==> src/rtl/d_mem_arbiter_if.sv <==
// d_mem_arbiter_if: requester and memory signals of the data-memory arbiter.
// slave is the arbiter side, master is the requester/memory side.
interface d_mem_arbiter_if #(
    parameter int ADDR_WIDTH = 32,
    parameter int DATA_WIDTH = 32
);
    logic                  m0_req;
    logic                  m0_we;
    logic [ADDR_WIDTH-1:0] m0_addr;
    logic [DATA_WIDTH-1:0] m0_wdata;
    logic                  m0_gnt;
    logic                  m0_err;
    logic                  m0_rvalid;
    logic [DATA_WIDTH-1:0] m0_rdata;

    logic                  m1_req;
    logic                  m1_we;
    logic [ADDR_WIDTH-1:0] m1_addr;
    logic [DATA_WIDTH-1:0] m1_wdata;
    logic                  m1_gnt;
    logic                  m1_err;
    logic                  m1_rvalid;
    logic [DATA_WIDTH-1:0] m1_rdata;

    logic                  mem_read;
    logic                  mem_write;
    logic [ADDR_WIDTH-1:0] mem_addr;
    logic [DATA_WIDTH-1:0] mem_wdata;
    logic [DATA_WIDTH-1:0] mem_rdata;
    logic                  busy;

    modport slave (
        input  m0_req, m0_we, m0_addr, m0_wdata,
        input  m1_req, m1_we, m1_addr, m1_wdata,
        input  mem_rdata,
        output m0_gnt, m0_err, m0_rvalid, m0_rdata,
        output m1_gnt, m1_err, m1_rvalid, m1_rdata,
        output mem_read, mem_write, mem_addr, mem_wdata, busy
    );

    modport master (
        output m0_req, m0_we, m0_addr, m0_wdata,
        output m1_req, m1_we, m1_addr, m1_wdata,
        output mem_rdata,
        input  m0_gnt, m0_err, m0_rvalid, m0_rdata,
        input  m1_gnt, m1_err, m1_rvalid, m1_rdata,
        input  mem_read, mem_write, mem_addr, mem_wdata, busy
    );
endinterface

==> src/rtl/d_mem_arbiter.sv <==
// d_mem_arbiter: two-port round-robin arbiter/sequencer for the data memory.
// Define DMEM_ARB_FIXED_PRIO_EN for fixed priority (port 0 wins contention).
module d_mem_arbiter #(
    parameter int          ADDR_WIDTH = 32,
    parameter int          DATA_WIDTH = 32,
    parameter logic [31:0] BASE_ADDR  = 32'h0001_0000,
    parameter int          MEM_DEPTH  = 1024
) (
    input logic            clk,
    input logic            reset,
    d_mem_arbiter_if.slave bus
);
    // One extra bit so the window end cannot wrap at the top of the space.
    localparam logic [ADDR_WIDTH:0] WIN_LO = (ADDR_WIDTH+1)'(BASE_ADDR);
    localparam logic [ADDR_WIDTH:0] WIN_HI =
        WIN_LO + ((ADDR_WIDTH+1)'(MEM_DEPTH) << 2);

    typedef enum logic [1:0] {
        IDLE,
        ISSUE,
        RESP
    } state_t;

    state_t                state_q;
    state_t                state_d;
    logic                  win_q;
    logic                  we_q;
    logic                  err_q;
    logic [ADDR_WIDTH-1:0] addr_q;
    logic [DATA_WIDTH-1:0] wdata_q;

    logic                  any_req;
    logic                  win;
    logic                  sel_we;
    logic [ADDR_WIDTH-1:0] sel_addr;
    logic [DATA_WIDTH-1:0] sel_wdata;
    logic [ADDR_WIDTH:0]   sel_ext;
    logic                  sel_err;

`ifndef DMEM_ARB_FIXED_PRIO_EN
    logic                  last_q;
`endif

    // Pick the winner among current requests and classify its address.
    always_comb begin
        any_req = bus.m0_req | bus.m1_req;
`ifdef DMEM_ARB_FIXED_PRIO_EN
        win = ~bus.m0_req;
`else
        if (bus.m0_req & bus.m1_req) begin
            win = ~last_q;
        end else begin
            win = bus.m1_req;
        end
`endif
        sel_we    = win ? bus.m1_we    : bus.m0_we;
        sel_addr  = win ? bus.m1_addr  : bus.m0_addr;
        sel_wdata = win ? bus.m1_wdata : bus.m0_wdata;
        sel_ext   = {1'b0, sel_addr};
        sel_err   = (sel_ext < WIN_LO) | (sel_ext >= WIN_HI) |
                    (sel_addr[1:0] != 2'b00);
    end

    // State register.
    always_ff @(posedge clk or posedge reset) begin
        if (reset) begin
            state_q <= IDLE;
        end else begin
            state_q <= state_d;
        end
    end

    // Next-state: read goes through RESP, write returns straight to IDLE.
    always_comb begin
        state_d = state_q;
        unique case (state_q)
            IDLE:    if (any_req) state_d = ISSUE;
            ISSUE:   state_d = we_q ? IDLE : RESP;
            RESP:    state_d = IDLE;
            default: state_d = IDLE;
        endcase
    end

    // Capture the winning request when leaving IDLE.
    always_ff @(posedge clk or posedge reset) begin
        if (reset) begin
            win_q   <= 1'b0;
            we_q    <= 1'b0;
            err_q   <= 1'b0;
            addr_q  <= '0;
            wdata_q <= '0;
        end else if (state_q == IDLE && any_req) begin
            win_q   <= win;
            we_q    <= sel_we;
            err_q   <= sel_err;
            addr_q  <= sel_addr;
            wdata_q <= sel_wdata;
        end
    end

`ifndef DMEM_ARB_FIXED_PRIO_EN
    // Remember the last granted port for round-robin fairness.
    always_ff @(posedge clk or posedge reset) begin
        if (reset) begin
            last_q <= 1'b1;
        end else if (state_q == IDLE && any_req) begin
            last_q <= win;
        end
    end
`endif

    // Drive grants, memory strobes and read responses from the state.
    always_comb begin
        bus.m0_gnt    = 1'b0;
        bus.m0_err    = 1'b0;
        bus.m0_rvalid = 1'b0;
        bus.m0_rdata  = '0;
        bus.m1_gnt    = 1'b0;
        bus.m1_err    = 1'b0;
        bus.m1_rvalid = 1'b0;
        bus.m1_rdata  = '0;
        bus.mem_read  = 1'b0;
        bus.mem_write = 1'b0;
        bus.mem_addr  = addr_q;
        bus.mem_wdata = wdata_q;
        bus.busy      = (state_q != IDLE);
        if (state_q == ISSUE) begin
            bus.m0_gnt    = ~win_q;
            bus.m0_err    = ~win_q & err_q;
            bus.m1_gnt    = win_q;
            bus.m1_err    = win_q & err_q;
            bus.mem_read  = ~we_q & ~err_q;
            bus.mem_write = we_q & ~err_q;
        end
        if (state_q == RESP) begin
            bus.m0_rvalid = ~win_q;
            bus.m1_rvalid = win_q;
            if (!err_q) begin
                if (win_q) bus.m1_rdata = bus.mem_rdata;
                else       bus.m0_rdata = bus.mem_rdata;
            end
        end
    end
endmodule

==> src/flat_wrapper.sv <==
// flat-port wrapper written by rule: the top's interface ports become plain ports
module d_mem_arbiter_flat 
#(
    parameter int          ADDR_WIDTH = 32,
    parameter int          DATA_WIDTH = 32,
    parameter logic [31:0] BASE_ADDR  = 32'h0001_0000,
    parameter int          MEM_DEPTH  = 1024
)
  (clk, reset, bus_m0_req, bus_m0_we, bus_m0_addr, bus_m0_wdata, bus_m1_req, bus_m1_we, bus_m1_addr, bus_m1_wdata, bus_mem_rdata, bus_m0_gnt, bus_m0_err, bus_m0_rvalid, bus_m0_rdata, bus_m1_gnt, bus_m1_err, bus_m1_rvalid, bus_m1_rdata, bus_mem_read, bus_mem_write, bus_mem_addr, bus_mem_wdata, bus_busy);
  d_mem_arbiter_if #(.ADDR_WIDTH(ADDR_WIDTH), .DATA_WIDTH(DATA_WIDTH)) bus_i ();
  input logic clk;
  input logic reset;
  input wire logic [$bits(bus_i.m0_req)-1:0] bus_m0_req;
  input wire logic [$bits(bus_i.m0_we)-1:0] bus_m0_we;
  input wire logic [$bits(bus_i.m0_addr)-1:0] bus_m0_addr;
  input wire logic [$bits(bus_i.m0_wdata)-1:0] bus_m0_wdata;
  input wire logic [$bits(bus_i.m1_req)-1:0] bus_m1_req;
  input wire logic [$bits(bus_i.m1_we)-1:0] bus_m1_we;
  input wire logic [$bits(bus_i.m1_addr)-1:0] bus_m1_addr;
  input wire logic [$bits(bus_i.m1_wdata)-1:0] bus_m1_wdata;
  input wire logic [$bits(bus_i.mem_rdata)-1:0] bus_mem_rdata;
  output wire logic [$bits(bus_i.m0_gnt)-1:0] bus_m0_gnt;
  output wire logic [$bits(bus_i.m0_err)-1:0] bus_m0_err;
  output wire logic [$bits(bus_i.m0_rvalid)-1:0] bus_m0_rvalid;
  output wire logic [$bits(bus_i.m0_rdata)-1:0] bus_m0_rdata;
  output wire logic [$bits(bus_i.m1_gnt)-1:0] bus_m1_gnt;
  output wire logic [$bits(bus_i.m1_err)-1:0] bus_m1_err;
  output wire logic [$bits(bus_i.m1_rvalid)-1:0] bus_m1_rvalid;
  output wire logic [$bits(bus_i.m1_rdata)-1:0] bus_m1_rdata;
  output wire logic [$bits(bus_i.mem_read)-1:0] bus_mem_read;
  output wire logic [$bits(bus_i.mem_write)-1:0] bus_mem_write;
  output wire logic [$bits(bus_i.mem_addr)-1:0] bus_mem_addr;
  output wire logic [$bits(bus_i.mem_wdata)-1:0] bus_mem_wdata;
  output wire logic [$bits(bus_i.busy)-1:0] bus_busy;
  assign bus_i.m0_req = bus_m0_req;
  assign bus_i.m0_we = bus_m0_we;
  assign bus_i.m0_addr = bus_m0_addr;
  assign bus_i.m0_wdata = bus_m0_wdata;
  assign bus_i.m1_req = bus_m1_req;
  assign bus_i.m1_we = bus_m1_we;
  assign bus_i.m1_addr = bus_m1_addr;
  assign bus_i.m1_wdata = bus_m1_wdata;
  assign bus_i.mem_rdata = bus_mem_rdata;
  assign bus_m0_gnt = bus_i.m0_gnt;
  assign bus_m0_err = bus_i.m0_err;
  assign bus_m0_rvalid = bus_i.m0_rvalid;
  assign bus_m0_rdata = bus_i.m0_rdata;
  assign bus_m1_gnt = bus_i.m1_gnt;
  assign bus_m1_err = bus_i.m1_err;
  assign bus_m1_rvalid = bus_i.m1_rvalid;
  assign bus_m1_rdata = bus_i.m1_rdata;
  assign bus_mem_read = bus_i.mem_read;
  assign bus_mem_write = bus_i.mem_write;
  assign bus_mem_addr = bus_i.mem_addr;
  assign bus_mem_wdata = bus_i.mem_wdata;
  assign bus_busy = bus_i.busy;
  d_mem_arbiter #(.ADDR_WIDTH(ADDR_WIDTH), .DATA_WIDTH(DATA_WIDTH), .BASE_ADDR(BASE_ADDR), .MEM_DEPTH(MEM_DEPTH)) u_core (.clk(clk), .reset(reset), .bus(bus_i));
endmodule
==> config.mk <==
export PLATFORM = sky130hd
export DESIGN_NAME = d_mem_arbiter_flat
export DESIGN_NICKNAME = d
export VERILOG_FILES = /design/src/rtl/d_mem_arbiter_if.sv /design/src/rtl/d_mem_arbiter.sv /design/src/flat_wrapper.sv
export SDC_FILE = /design/constraint.sdc
export NUM_CORES = 1
export LEC_CHECK = 0
export BUFFER_PORTS_ARGS = -buffer_cell sky130_fd_sc_hd__buf_2
export CORE_MARGIN = 1.5
export CORE_UTILIZATION = 30
export CTS_BUF_LIST = sky130_fd_sc_hd__clkbuf_8
export CTS_CLUSTER_SIZE = 20
export DETAILED_ROUTE_END_ITERATION = 8
export PLACE_DENSITY = 0.66
export SLEW_MARGIN = 40
export SYNTH_ARGS = -nofsm -noshare
export SYNTH_HDL_FRONTEND = slang
export SYNTH_SLANG_ARGS = --single-unit
==> constraint.sdc <==
create_clock -name clk -period 4.8 [get_ports clk]
set_input_delay 0.48 -clock clk [delete_from_list [all_inputs] [get_ports clk]]
set_output_delay 0.48 -clock clk [all_outputs]
set_load 0.02 [all_outputs]
Word-level counts from Yosys, hierarchy flattened:

Cells that the tools add are included.

* order comparisons: 2
* multipliers: 0
* $add $sub $neg: 0
* muxes and demuxes: 21
* eq/ne operators: 3
* reduce and logical (&&, ||, !) cells: 4
* shift operators: 0
* divide/modulo/power cells: 0
* bitwise operators: 12

Operators by type and width (count)
* $mux 32: 8
* $ge 32x17->1 const B: 1
* $lt 32x17->1 const B: 1
* $mux 1: 10
* $and 1x1->1: 5
* $mux 2: 2
* $not 1->1: 4
* $pmux 2 s2: 1
* $reduce_bool 2->1: 2
* $or 1x1->1: 3
* $eq 2x1->1 const B: 1
* $eq 2x2->1 const B: 1
* $logic_not 2->1: 1
* $ne 2x1->1 const B: 1
* $logic_and 1x1->1: 1

* bits in read-only memories: 0
* bits in registers: 70
* bits of input ports: 166
* memories kept: 0
* bits in latches: 0
* word-level logic and storage cells: 49
* memory bits (writable): 0
* output and inout port bits: 137

Depth between registers and ports, before layout:

Gate-level depths: netlist of the first run.

* depth after elaboration: 6
* gate-level depth with buffers: 5
* mapped depth without buffers: 4

Worst setup path before layout of the first run:

OpenSTA, ideal clock, no wires.

* path type: register -> output
* start point: reg u_core.state_q[0]
* end point: out bus_m0_rdata[22]
* data arrival time: 1339 ps
* buffers on the path: 2
* cell stages (with the launch flop): 5
* slack: 2981 ps
* data required time: 4320 ps
* cell sequence: dfrtp_1 or3b_1 clkbuf_1 buf_2 nor2_1

* word-level cells in the longest chain between the ends: 2

Ends and longest elaborated chain
* start: declaration: RTL line d_mem_arbiter.sv:24 `state_t state_q;`
* start signal: assignment: RTL line d_mem_arbiter.sv:69 `state_q <= state_d;`
* $eq 2x2->1: RTL line d_mem_arbiter.sv:135 `if (state_q == RESP) begin`
* $mux 32: RTL line d_mem_arbiter.sv:135
* end: declaration: RTL line flat_wrapper.sv:25 `output wire logic [$bits(bus_i.m0_rdata)-1:0] bus_m0_rdata;`

No other way between the ends.

Worst setup path after layout of the first run:

* start point: reg u_core.win_q
* end point: out bus_m0_rdata[2]

* word-level cells in the longest chain between the ends: 3

Ends and longest elaborated chain
* start: declaration: RTL line d_mem_arbiter.sv:26 `logic win_q;`
* start signal: assignment: RTL line d_mem_arbiter.sv:93 `win_q <= win;`
* $mux 32: RTL line d_mem_arbiter.sv:139 `if (win_q) bus.m1_rdata = bus.mem_rdata;`
* $mux 32: RTL line d_mem_arbiter.sv:138 `if (!err_q) begin`
* $mux 32: RTL line d_mem_arbiter.sv:135

No other way between the ends.

==> results of run 1 <==
==> logic make-up after synthesis <==
logic type | after synthesis | share of synthesized area [%]
flops | 70 | 45.1
compound gates | 69 | 11.8
buf+inv | 42 | 7.11
simple gates | 322 | 35.4
mux | 2 | 0.579
==> layer usage <==
metal	up-vias	track usage (%)	wire (um)
met3	12	4.74	906
met5	-	0	0
met2	170	38.4	7650
met4	0	5.94	187
met1	2020	20.9	5300
li1	2229	-	-
==> critical path, delay by kind of cell, from the launching register on <==
kind,cells,cell delay (ps)
DFF,1,430
buffers and inverters,1,200
and+or+nand+nor,2,940
==> power by group <==
group	total, mW	switching [mW]	leakage (nW)	internal [mW]
Combinational	1.59	1.04	1.99	0.553
Clock	0.521	0.231	0.110	0.290
Sequential	1.06	0.166	0.786	0.893
==> how the worst max path moves through the flow <==
| stage | startpoint | endpoint | slack (ps) | depth (start not counted) |
|---|---|---|---|---|
| 3_3_place_gp | u_core.state_q[0] | u_core.bus.mem_addr[1] | 2610 | 5 |
| 6_report | u_core.win_q | bus_m0_rdata[2] | 2420 | 3 |
| 4_1_cts | u_core.win_q | bus_m0_rdata[2] | 2390 | 3 |
| 3_5_place_dp | bus_m1_req | u_core.bus.mem_wdata[29] | 2660 | 5 |
| 2_1_floorplan | reset | u_core.bus.mem_addr[0] | 2550 | 1 |
| 5_1_grt | u_core.state_q[0] | bus_m0_rdata[2] | 2340 | 3 |
==> registers in the layout, summed over array words and instances (netlist names) <==
signal / count
u_core.we_q: 1
u_core.win_q: 1
u_core.err_q: 1
u_core.last_q: 1
u_core.bus.mem_wdata: 32
u_core.state_q: 2
u_core.bus.mem_addr: 32
==> area by class of cell <==
| class | count | share of cell area [%] |
|---|---|---|
| tap | 172 | 3.79 |
| timing repair buffer | 312 | 28.3 |
| sequential | 70 | 30.9 |
| clock inverter | 7 | 1.59 |
| clock buffer | 9 | 2.18 |
| multi-input combinational | 393 | 33.0 |
| inverter | 3 | 0.199 |
==> synth_stat cells (all sizes together) <==
cell,instances
mux2,2
a22oi,1
and2,2
nand2b,33
buf,23
or2,1
a21oi,1
nand3b,1
dfrtp,69
a31oi,65
and3,1
a21boi,1
dfstp,1
or3b,1
nand4,4
nand2,130
nor2,136
inv,3
nor3,1
nor4,8
nor3b,1
nor2b,1
a21bo,1
nor4b,2
clkbuf,16
==> cells in the final DEF (no fill, tap or decap), drive strengths merged, types with 4 or more instances in the layout <==
master and instances:
nand4 4, buf 312, nor2 136, a31oi 65
nand2 130, clkbuf 9, nand2b 33, inv 4
nor4 8, dfrtp 69
==> per-stage QoR <==
step / power (mW) / instance area (um2)
2_1_floorplan: 2.20 / 3890
3_3_place_gp: 2.63 / 5410
3_5_place_dp: 2.69 / 5450
4_1_cts: 3.22 / 5670
5_1_grt: 3.41 / 5670
6_report: 3.17 / 5670
==> metrics.md, run 1 <==
| Metric | Value |
|---|---|
| CP startpoint kind | register |
| Routed vias/inst | 4.59 |
| Crit path largest cell delay | 750 ps |
| Pre-CTS setup slack | 2660 ps |
| Largest net degree at the start of global routing | 71 |
| Vias in the first global route | 4010 |
| FF+latch area | 0.00175 mm2 |
| Clk_skew | 11.1 ps |
| Starting Density | 30.8% |
| Worst VDD drop | 0.368 mV |
| Synth area leaders | dfrtp_1 (44%), nor2_1 (13%), nand2_1 (13%) |
| Worst Tran Pin Value | 656 ps |
| Leakage | 2.89 nW |
| Slew HR | 56.3% |
| Clk sinks | 70 |
| Final Hold Viols | 0 |
| Row count | 41 |
| Fillers | 1365 |
| DR WL/cell | 14.5 um |
| Setup Buffers After CTS | 0 |
| Count of final setup violators | 0 |
| Final nets | 955 |
| Data required time at the worst endpoint | 4320 ps |
| Worst R2R Path Depth | 6 |
| Final Wtd Congestion | 0.756 |
| Number of CTS-inserted buffers | 9 |
| Status | complete, no violations |
| Clock-pin slew on the worst setup and hold paths | 80 ps |
| GR Util All Layers | 19.7% |
| Final WS setup | 2420 ps |
| H-tree depth | 3 |
| Worst min path class | in -> async |
| Util after Layout | 45.0% |
| Syn_nets | 671 |
| GRT overflow | 0 |
| Pre-antenna DRT Iters | 4 |
| Total negative slack | 0 ps |
| Worst hold slack | 286 ps |
| Post-DP HPWL | 11000 um |
| Slowest CP cell | or3b_2 |
| Post-route ant nets | 0 |
| Clk buf depth | 2 |
| Core box area | 0.0126 mm2 |
| Clock Root Buffer | clkbuf_8 |
| Max Cap Viol | 0 |
| DR vias | 4431 |
| Boundary Pins | 303 |
| Top cell type's share of synthesized area | 44.4% |
| Critical path type | reg -> out |
| Post-synthesis cell count | 505 |
| Skew-Pair Late Insertion Delay | 350 ps |
| Die area | 0.0137 mm2 |
| First-pass GRT wire length | 20500 um |
| CP arrival | 1900 ps |
| 1st-iter DRT viols | 143 |
| Crit path time final | 2380 ps |
| Pwr dens | 559 mW/mm2 |
| Share of cells above drive strength 1 | 42.7% |
| Post-cts sizing count | 0 |
| Area occupied by multi-input gates | 0.00187 mm2 |
| Hold-fix buffer count after cts | 0 |
| Die Height | 117 um |
| Max FO, Critical Path | 33 |
| Sequential share of the synthesized area | 45.1% |
| Number of remaining DRC errors | 0 |
| FF-to-FF setup slack | 2710 ps |
| Critical-path cell list | or3b_2, nor2_1, buf_2 |
| CTS tree | built |
| Fin crit share | 49.5% |
| Antenna Cells | 0 |
| Area growth from synthesis to layout | 45.9% |
| Max Clock Freq | 0.421 GHz |
| Count of non-filler cells in the finished layout | 966 |
| Yosys warnings | 0 |
| CP endpoint kind | primary output |
| Placed Cells | 950 |
| Reg-to-Reg End | u_core.bus.mem_wdata[30] |
| Seq cells post-synth | 70 |
| Routed WL | 14000 um |
| Average size of a mapped cell | 7.70 um2 |
| Yosys cell types | 31 |
| Post-synth top area cell | dfrtp_1 |
| R2R Path Start | u_core.state_q[0] |
| Buffers on Ports | 302 |
| Die Span X | 117 um |
| Initial antenna violation count | 0 |
| RSZ-0062 raised after global routing | false |
| Syn Std Cell Area | 0.00389 mm2 |
| Max-slew violations | 0 |
Power figures use the tool's default switching activity.
==> run 2: changes to the inputs <==
==> constraint.sdc (replaced) <==
create_clock -name clk -period 2.2 [get_ports clk]
set_input_delay 0.22 -clock clk [delete_from_list [all_inputs] [get_ports clk]]
set_output_delay 0.22 -clock clk [all_outputs]
set_load 0.02 [all_outputs]
==> run 2 against run 1 <==
  * Clock power increased by 150%
  * Critical path type unchanged
  * Combinational power increased by 120%
  * Clock skew increased by 2.6 ps
  * Critical path depth increased by 1
  * Global-route usage decreased by 0.43 points
  * Power increased by 120%
  * Sequential share of layout area decreased by 0.54 points
  * Routed wire length decreased by 0.71%
==> metrics.md, run 2 (synthesis gave the netlist of run 1 again) <==
| Metric | Value |
|---|---|
| Status | complete, no violations |
| Hold Startpoint | bus_m1_addr[6] |
| Routed vias/inst | 4.66 (+1.7%) |
| Number of remaining DRC errors | 0 (unchanged) |
| Max Cap Viol | 0 (unchanged) |
| FF-to-FF setup slack | 580 ps (-2130 ps) |
| RSZ-0062 raised after global routing | false |
| Clock share of power | 18.1% (+1.7 points) |
| Number of CTS-inserted buffers | 9 (unchanged) |
| Boundary Pins | 303 (unchanged) |
| FF+latch area | 0.00175 mm2 (about the same) |
| Most frequent cells in the layout | buf_2 (302), nor2_1 (135), nand2_1 (130) |
| Worst min path class | in -> reg |
| Clk_skew | 13.8 ps (+2.65 ps) |
| Final Wtd Congestion | 0.797 (+5.3%) |
| Final Hold Viols | 0 (unchanged) |
| Crit. Startpoint | u_core.state_q[0] |
| Pwr dens | 1230 mW/mm2 (+120%) |
| Clk buf depth | 2 (unchanged) |
| Area growth from synthesis to layout | 48.4% |
| Clock Root Buffer | clkbuf_8 |
| Crit path largest cell delay | 410 ps (-340 ps) |
| Total negative slack | 0 ps (unchanged) |
| Seq pwr share | 32.5% (-0.9 points) |
| Routed WL | 13900 um (-0.71%) |
| Data required time at the worst endpoint | 1980 ps (-2340 ps) |
| Skew-Pair Late Insertion Delay | 350 ps (about the same) |
| GRT overflow | 0 (unchanged) |
| CP endpoint kind | primary output |
| Initial antenna violation count | 0 (unchanged) |
| Fin crit share | 88.2% |
| CP Buf/Inv Count | 2 (+1) |
| Leakage | 2.93 nW (+1.4%) |
| Die Height | 117 um (unchanged) |
| Max FO, Critical Path | 33 (unchanged) |
| Critical-path cell list | or3b_1, buf_4, nor2_1, buf_2 |
| R2R Path Start | u_core.last_q |
| H-tree depth | 3 (unchanged) |
| Worst VDD drop | 0.474 mV (+29%) |
| Final Power | 7.10 mW (+120%) |
| Final nets | 959 (+0.42%) |
| Max Clock Freq | 0.516 GHz |
| CTS tree | built |
| Starting Density | 30.8% (unchanged) |
| Core box area | 0.0126 mm2 (unchanged) |
| Max-slew violations | 0 (unchanged) |
| Share of cells above drive strength 1 | 42.7% (about the same) |
| Slew HR | 60.8% (+4.5 points) |
| First-pass GRT wire length | 20100 um (-2.1%) |
| Largest net degree at the start of global routing | 76 (+7.0%) |
| Clock-pin slew on the worst setup and hold paths | 90 ps (about the same) |
| Post-route ant nets | 0 (unchanged) |
| Commonest non-fill, non-tap cell in the layout | buf_2 |
| DR WL/cell | 14.4 um (-1.1%) |
| Vias in the first global route | 3964 (-1.1%) |
| Sw frac | 44.3% (-1.0 points) |
| GR Util All Layers | 19.3% (-0.43 points) |
| Slowest CP cell | dfrtp_1 |
| CP top delay family | simple AND/OR/NAND/NOR gates |
| Die Span X | 117 um (unchanged) |
| Fillers | 1364 (-0.073%) |
| Row count | 41 (unchanged) |
| Count of final setup violators | 0 (unchanged) |
| 1st-iter DRT viols | 202 (+41%) |
| Clk sinks | 70 (unchanged) |
| DR vias | 4524 (+2.1%) |
| Critical path type | reg -> out |
| Pre-antenna DRT Iters | 4 (unchanged) |
| Buffers on Ports | 302 (unchanged) |
| Post-DP HPWL | 10900 um (-0.95%) |
| Worst Tran Pin Value | 588 ps (-67.5 ps) |
| Int Power | 3.96 mW (+130%) |
| Crit path time final | 1940 ps |
| Post-cts sizing count | 0 (unchanged) |
| Part of the power in combinational logic | 49.4% (-0.8 points) |
| CP startpoint kind | register |
| NetSw | 3.15 mW (+120%) |
| Die area | 0.0137 mm2 (unchanged) |
| Area occupied by multi-input gates | 0.00187 mm2 (-0.33%) |
| Antenna Cells | 0 (unchanged) |
| CP arrival | 1720 ps (-180 ps) |
## run 2: cell type report
class / count / area share (%)
inverter: 3 / 0.195
clock inverter: 7 / 2.08
tap: 172 / 3.73
timing repair buffer: 316 / 29.1
multi-input combinational: 393 / 32.3
sequential: 70 / 30.4
clock buffer: 9 / 2.15
## run 2: per-stage QoR
step | hold slack (ps) | setup WS, ps | cells | util [%] | cell area, um2
after floorplan | 368 | 213 | 505 | - | 3890
after global placement | 312 | 618 | 953 | 43.7 | 5520
after detailed placement | 307 | 594 | 953 | 43.7 | 5520
after CTS | 93.1 | 248 | 970 | 45.7 | 5770
after global routing | 99.2 | 179 | 970 | 45.7 | 5770
final | 111 | 260 | 970 | 45.7 | 5770
## run 2: worst min-delay path, cell delays in order
cell     delay, ps
buf_2          100
nand2_1         40
a31oi_1         70
## run 2: timing repair
item	in CTS	in global routing
hold buffers	1	0
hold endpoints to repair	24	0
buffers inserted	0	0
## run 2: path summary, 6_finish.rpt
path,to,depth (start not counted)
max,bus_m0_rdata[2],4
min,u_core.bus.mem_addr[6],3
max reg2reg,u_core.we_q,4
min reg2reg,u_core.state_q[1],1
max in group asynchronous,u_core.bus.mem_addr[4],4
min in group asynchronous,u_core.bus.mem_addr[6],4
## run 2: layer usage
metal | GRT usage (%) | up-vias | routed length [um]
li1 | - | 2230 | -
met4 | 6.27 | 0 | 263
met5 | 0 | - | 0
met3 | 4.12 | 20 | 948
met1 | 21.0 | 2087 | 5290
met2 | 37.2 | 187 | 7450
## run 2: power by group through the flow
stage	sequential [mW]	combinational [mW]	clock, mW
after CTS	2.31	3.58	1.32
after floorplan	3.04	1.77	0
final	2.31	3.51	1.28
after global routing	2.38	3.84	1.37
after global placement	2.30	3.54	0
after detailed placement	2.32	3.58	0
